$ cat config.mk
export PLATFORM = sky130hd
export DESIGN_NAME = fetch_prefetch
export DESIGN_NICKNAME = d
export VERILOG_FILES = /design/src/rtl/fetch_prefetch_pkg.sv /design/src/rtl/fetch_fifo.sv /design/src/rtl/fetch_prefetch.sv
export SDC_FILE = /design/constraint.sdc
export NUM_CORES = 1
export LEC_CHECK = 0
export ABC_AREA = 0
export ABC_CLOCK_PERIOD_IN_PS = 5800
export CORE_ASPECT_RATIO = 1.1
export CORE_MARGIN = 2
export CORE_UTILIZATION = 45
export CTS_BUF_LIST = sky130_fd_sc_hd__clkbuf_8
export DETAILED_ROUTE_END_ITERATION = 8
export PLACE_DENSITY_LB_ADDON = 0.1
export SLEW_MARGIN = 20
export SYNTH_ARGS = -nofsm -noshare
export SYNTH_HDL_FRONTEND = slang
export SYNTH_SLANG_ARGS = --single-unit
export TNS_END_PERCENT = 1
$ cat constraint.sdc
create_clock -name CLK -period 5.8 [get_ports CLK]
set_input_delay 1.45 -clock CLK [delete_from_list [all_inputs] [get_ports CLK]]
set_output_delay 1.45 -clock CLK [all_outputs]
set_load 0.02 [all_outputs]
$ cat src/rtl/fetch_prefetch_pkg.sv
// Shared definitions for the instruction fetch / prefetch slice.
//   XLEN_DEFAULT          default address/data width
//   INST_BYTES            bytes per instruction (sequential PC step)
//   RESET_VECTOR_DEFAULT  default first fetch address after reset
//   DEPTH_DEFAULT         default prefetch buffer depth
//   cnt_width()           width of counters that must hold 0..depth
package fetch_prefetch_pkg;

    localparam int unsigned XLEN_DEFAULT         = 32;
    localparam int unsigned INST_BYTES           = 4;
    localparam int unsigned DEPTH_DEFAULT        = 4;
    localparam logic [31:0] RESET_VECTOR_DEFAULT = 32'h0000_0000;

    function automatic int unsigned cnt_width(input int unsigned depth);
        return $clog2(depth + 1);
    endfunction

endpackage

$ cat src/rtl/fetch_fifo.sv
// Synchronous FIFO holding {pc, instruction} entries for the prefetch buffer.
//   clk, rst_n   clock, synchronous active-low reset
//   clear        drop all entries (wins over push/pop)
//   push, wdata  write one entry
//   pop, rdata   remove head; rdata always shows the current head
//   full, empty  occupancy flags
//   count        current number of entries (0..DEPTH)
module fetch_fifo
    import fetch_prefetch_pkg::*;
#(
    parameter int unsigned WIDTH = 64,
    parameter int unsigned DEPTH = 4
) (
    input  logic                        clk,
    input  logic                        rst_n,
    input  logic                        clear,
    input  logic                        push,
    input  logic [WIDTH-1:0]            wdata,
    input  logic                        pop,
    output logic [WIDTH-1:0]            rdata,
    output logic                        full,
    output logic                        empty,
    output logic [cnt_width(DEPTH)-1:0] count
);

    localparam int unsigned AW = $clog2(DEPTH);
    localparam int unsigned CW = cnt_width(DEPTH);

    logic [WIDTH-1:0] mem [DEPTH];
    logic [AW-1:0]    wr_ptr;
    logic [AW-1:0]    rd_ptr;

    // Storage is not reset; validity is tracked purely by the pointers/count.
    always_ff @(posedge clk) begin
        if (push) begin
            mem[wr_ptr] <= wdata;
        end
    end

    // DEPTH is a power of two, so the pointers wrap naturally.
    always_ff @(posedge clk) begin
        if (!rst_n || clear) begin
            wr_ptr <= '0;
            rd_ptr <= '0;
            count  <= '0;
        end else begin
            if (push) begin
                wr_ptr <= wr_ptr + AW'(1);
            end
            if (pop) begin
                rd_ptr <= rd_ptr + AW'(1);
            end
            count <= count + CW'(push) - CW'(pop);
        end
    end

    assign rdata = mem[rd_ptr];
    assign empty = (count == '0);
    assign full  = (count == CW'(DEPTH));

endmodule

$ cat src/rtl/fetch_prefetch.sv
// Instruction fetch unit with an in-order prefetch buffer.
//   CLK, RST_N                    clock, synchronous active-low reset
//   FLUSH, FLUSH_PC               redirect: drop buffer and stale reads, restart at FLUSH_PC
//   INST_RDEN, INST_RIADDR        read request and address (registered)
//   INST_RGNT                     memory accepts the pending request
//   INST_RVALID, INST_RDATA       in-order read responses
//   OUT_VALID, OUT_PC, OUT_INST   buffer head towards decode
//   OUT_READY                     decode consumes the head
module fetch_prefetch
    import fetch_prefetch_pkg::*;
#(
    parameter int unsigned     XLEN         = XLEN_DEFAULT,
    parameter int unsigned     DEPTH        = DEPTH_DEFAULT,
    parameter logic [XLEN-1:0] RESET_VECTOR = '0
) (
    input  logic            CLK,
    input  logic            RST_N,
    input  logic            FLUSH,
    input  logic [XLEN-1:0] FLUSH_PC,
    output logic            INST_RDEN,
    output logic [XLEN-1:0] INST_RIADDR,
    input  logic            INST_RGNT,
    input  logic            INST_RVALID,
    input  logic [XLEN-1:0] INST_RDATA,
    output logic            OUT_VALID,
    output logic [XLEN-1:0] OUT_PC,
    output logic [XLEN-1:0] OUT_INST,
    input  logic            OUT_READY
);

    localparam int unsigned CW = cnt_width(DEPTH);
    localparam int unsigned SW = CW + 1;

    logic [CW-1:0]     outstanding;
    logic [CW-1:0]     discard;
    logic [XLEN-1:0]   resp_pc;

    logic              accept;
    logic              fifo_push;
    logic              fifo_pop;
    logic              fifo_full;
    logic              fifo_empty;
    logic [CW-1:0]     fifo_count;
    logic [2*XLEN-1:0] fifo_head;

    logic [CW-1:0]     outstanding_nxt;
    logic [CW-1:0]     occ_nxt;
    logic              credit_ok;

    assign accept    = INST_RDEN && INST_RGNT;
    // A response is buffered only outside a flush and once all stale reads are gone.
    assign fifo_push = INST_RVALID && !FLUSH && (discard == '0);
    assign OUT_VALID = !fifo_empty && !FLUSH;
    assign fifo_pop  = OUT_VALID && OUT_READY;
    assign OUT_PC    = fifo_head[2*XLEN-1:XLEN];
    assign OUT_INST  = fifo_head[XLEN-1:0];

    // Credit looks at next-cycle occupancy and in-flight count so the buffer
    // always has room for every outstanding read.
    always_comb begin
        outstanding_nxt = outstanding + CW'(accept) - CW'(INST_RVALID);
        occ_nxt         = '0;
        if (!FLUSH) begin
            occ_nxt = fifo_count + CW'(fifo_push) - CW'(fifo_pop);
        end
        credit_ok = (SW'(occ_nxt) + SW'(outstanding_nxt)) < SW'(DEPTH);
    end

    always_ff @(posedge CLK) begin
        if (!RST_N) begin
            INST_RDEN   <= 1'b0;
            INST_RIADDR <= RESET_VECTOR;
            outstanding <= '0;
            discard     <= '0;
            resp_pc     <= RESET_VECTOR;
        end else begin
            INST_RDEN   <= credit_ok;
            outstanding <= outstanding_nxt;
            if (FLUSH) begin
                // Everything still in flight after this edge belongs to the old stream.
                INST_RIADDR <= FLUSH_PC;
                resp_pc     <= FLUSH_PC;
                discard     <= outstanding_nxt;
            end else begin
                if (accept) begin
                    INST_RIADDR <= INST_RIADDR + XLEN'(INST_BYTES);
                end
                if (INST_RVALID) begin
                    if (discard != '0) begin
                        discard <= discard - CW'(1);
                    end else begin
                        resp_pc <= resp_pc + XLEN'(INST_BYTES);
                    end
                end
            end
        end
    end

    fetch_fifo #(
        .WIDTH (2 * XLEN),
        .DEPTH (DEPTH)
    ) u_fifo (
        .clk   (CLK),
        .rst_n (RST_N),
        .clear (FLUSH),
        .push  (fifo_push),
        .wdata ({resp_pc, INST_RDATA}),
        .pop   (fifo_pop),
        .rdata (fifo_head),
        .full  (fifo_full),
        .empty (fifo_empty),
        .count (fifo_count)
    );

    a_no_overflow : assert property (@(posedge CLK) disable iff (!RST_N)
        !(fifo_push && fifo_full && !fifo_pop));

endmodule
==> impl_metrics.json <==
{
  "fin_skew_ns": 0.0272,
  "drcViolationCount": 0,
  "crit_type": "register to output pin",
  "num_rows": 66,
  "cts_max_path_buffers": 3,
  "hold_class": "register to register",
  "grt.busiest_layer": "met2",
  "viasPerCell": 5.64,
  "fillers": 2389,
  "switching_share_pct": 24.6,
  "first_global_vias": 8363,
  "layoutNonFillerInstCount": 1460,
  "dp_cells": 1366,
  "arrival_ns": 2.77,
  "worstPathRequired_ns": 4.35,
  "mappedNetlistArea_sq_um": 13600,
  "post-route-period-util_pct": 72.7,
  "yosys_warnings": 0,
  "rrSetupSlack_ns": 2.49,
  "gp_congestion": 0.789,
  "hold-path-cell-count": 2,
  "p_comb_share_pct": 10.9,
  "globalRouteMet2Util_pct": 30.4,
  "synth_area_leader_cell": "edfxtp_1",
  "max-cap-violations": 0,
  "p_leak_nw": 5.32,
  "ff2ff_path_depth": 12,
  "grt_use_met3_pct": 3.78,
  "rsz0062_at_grt": "false",
  "setup_viol": 0,
  "fin_tns_setup_ns": 0,
  "diodes": 0,
  "internal_power_mw": 3.81,
  "powerDensity_nw_per_um2": 304,
  "worstHoldStart": "INST_RIADDR[1]",
  "postLayoutCoreUtil_pct": 56.0,
  "worstSkewPairLatency_ns": 0.58,
  "seqPwrFrac_pct": 55.2,
  "drive_gt1_share_pct": 14.6,
  "switchingPower_mw": 1.24,
  "ys_top_cells_by_area": "edfxtp_1, dfxtp_1, mux4_2",
  "core_area_sq_um": 29600,
  "antenna_found_initial": 0,
  "start_kind": "register",
  "globalRoute.totalOverflow": 0,
  "pin_count": 168,
  "grt.met1_usage_pct": 25.1,
  "htreeDepth": 2,
  "grt_max_degree": 65,
  "cts.reportedPaths.clkPinSlew_ns": 0.06,
  "p_clk_share_pct": 33.9,
  "ctsResizeCount": 0,
  "slew_viol_final": 0,
  "area_growth_syn_to_layout_pct": 22.0,
  "synthCells": 855,
  "postSynthAreaPerCell_sq_um": 15.9,
  "cts_root_buffer": "clkbuf_8",
  "die_x_microns": 170,
  "synth_edf_count": 256,
  "finalNetCount": 1132,
  "whs_endpoint": "INST_RIADDR[1]",
  "start_util_pct": 45.9,
  "hold_viol_final": 0,
  "cts_setup_buffers": 0,
  "cp-end-kind": "output pin",
  "cts_tree": "done",
  "ys_seq_area_share_pct": 68.3,
  "r2r-end": "INST_RDEN",
  "max-slew-margin-rel_pct": 48.9,
  "stdcell_area_sq_um": 16600,
  "worstMarginPinSlew_ns": 0.765,
  "first_iter_violations": 482,
  "wl_per_cell_microns": 19.9,
  "post_dp_cell_area_sq_um": 15700,
  "dr.pass1.iters": 5,
  "vias": 8231,
  "io_buffers": 167,
  "ant_nets": 0,
  "timing.fmax_ghz": 0.237,
  "seqCellArea_sq_um": 9290,
  "dp.final_hpwl_microns": 18600,
  "hold_buffers": 0,
  "status": "finished clean",
  "async_flop_share_pct": 0,
  "grt_first_pass_wirelength_microns": 45800,
  "ys_seq_elements": 336,
  "wl_microns": 29100,
  "cts.sinks": 336,
  "multi_input_area_sq_um": 4050,
  "die-area_sq_um": 31600,
  "cts_buffers": 52,
  "yosysTopAreaCellShare_pct": 56.5,
  "worst-path-max-fanout": 23,
  "track_usage_pct": 18.4,
  "fin_crit_ns": 4.22,
  "peakVddDrop_mv": 0.157,
  "fp.dieH_microns": 186,
  "ys.flop_type": "edfxtp_1",
  "synth_cell_type_count": 57,
  "syn_nets": 941,
  "timing.rr.start": "u_fifo.count[1]"
}
-- area by class of cell --
class	instances	area share, %
Clock buffer	52	4.31
Sequential cell	336	56.0
Tap cell	374	2.82
Timing Repair Buffer	181	10.9
Inverter	19	0.430
Clock inverter	42	1.11
Multi-Input combinational cell	456	24.4
-- flip-flops by register name, summed over array words and instances (netlist names), named ones only --
name           flops
u_fifo.mem       256
INST_RIADDR       32
resp_pc           32
discard            3
outstanding        3
u_fifo.count       3
u_fifo.rd_ptr      2
u_fifo.wr_ptr      2
INST_RDEN          1
-- layer usage --
layer | wire length [microns] | share of wire, %
met1 | 12900 | 44
met2 | 14200 | 49
met3 | 1600 | 5.5
met4 | 409 | 1.4
met5 | 0 | 0
-- through the flow --
| stage | hold slack (ns) | total power [mW] | setup WS, ns |
|---|---|---|---|
| 4_1_cts | 0.469 | 5.12 | 1.47 |
| 3_3_place_gp | 0.455 | 3.39 | 1.07 |
| 6_report | 0.464 | 5.05 | 1.58 |
| 2_1_floorplan | 0.460 | 3.12 | 1.37 |
| 3_5_place_dp | 0.459 | 3.39 | 1.01 |
| 5_1_grt | 0.492 | 5.29 | 1.36 |
-- power groups by stage --
stage / Sequential, mW / Clock [mW] / Combinational [mW]
after detailed placement: 2.84 / 0 / 0.559
after global routing: 2.80 / 1.89 / 0.603
final: 2.79 / 1.71 / 0.551
after CTS: 2.79 / 1.77 / 0.561
after global placement: 2.83 / 0 / 0.555
after floorplan: 2.83 / 0 / 0.294
-- cells by family (layout without fill, tap and decap cells) --
group | count (synthesis) | in the layout | share of synthesized area (%)
AND/OR/NAND/NOR | 213 | 213 | 9.22
XOR/XNOR | 23 | 23 | 1.48
flip-flops | 336 | 336 | 68.3
AO/OA/AOI/OAI | 138 | 138 | 6.69
buffers and inverters | 63 | 294 | 1.97
multiplexers | 66 | 66 | 10.7
adder cells (fa/ha/maj) | 16 | 16 | 1.58
-- worst max path at each step --
stage / to / startpoint / slack, ns / cells past startpoint
floorplan: INST_RDEN / FLUSH / 1.37 / 13
global placement: INST_RDEN / INST_RVALID / 1.07 / 11
detailed placement: INST_RDEN / INST_RVALID / 1.01 / 11
CTS: OUT_INST[9] / register / 1.47 / 3
global route: OUT_INST[9] / register / 1.36 / 3
finish: OUT_INST[9] / register / 1.58 / 3
-- worst max-delay path: stages, from the launching register on --
cell and delay, ns:
dfxtp_4 0.57, buf_4 0.49, mux4_2 0.58, clkdlybuf4s50_1 0.55
-- cell usage after synthesis (13+ instances only) --
library cell  count
dfxtp_1          80
or4_1            13
o31ai_1          13
nand3_1          23
and2_1           13
and4_1           14
ha_1             14
nor2_1           23
nand2_1          32
nor3_1           19
edfxtp_1        256
a21oi_1          25
nand4_1          21
clkbuf_1         32
mux4_2           64
inv_1            19
o21ai_0          32
a31oi_1          24
xnor2_1          14
-- layout by cell type (no fill, tap or decap), types with 5 or more instances in the layout --
cell type,Yosys,layout
edfxtp_1,256,256
clkdlybuf4s50_1,0,166
dfxtp_1,80,78
mux4_2,64,64
clkbuf_8,0,52
o21ai_0,32,32
nand2_1,32,32
inv_1,19,29
a21oi_1,25,25
a31oi_1,24,24
nand3_1,23,23
nor2_1,23,23
clkinv_1,0,22
nand4_1,21,21
nor3_1,19,19
and4_1,14,14
xnor2_1,14,14
ha_1,14,14
o31ai_1,13,13
or4_1,13,13
buf_4,0,11
a211oi_1,10,10
nor4_1,11,10
xor2_1,9,9
and2_1,13,9
or3_1,8,8
and3_1,7,7
nand2b_1,7,7
o311a_1,5,5
o311ai_0,5,5
a21boi_0,5,5
clkinv_2,0,5
Note: power is estimated with default switching activity, not from simulation.
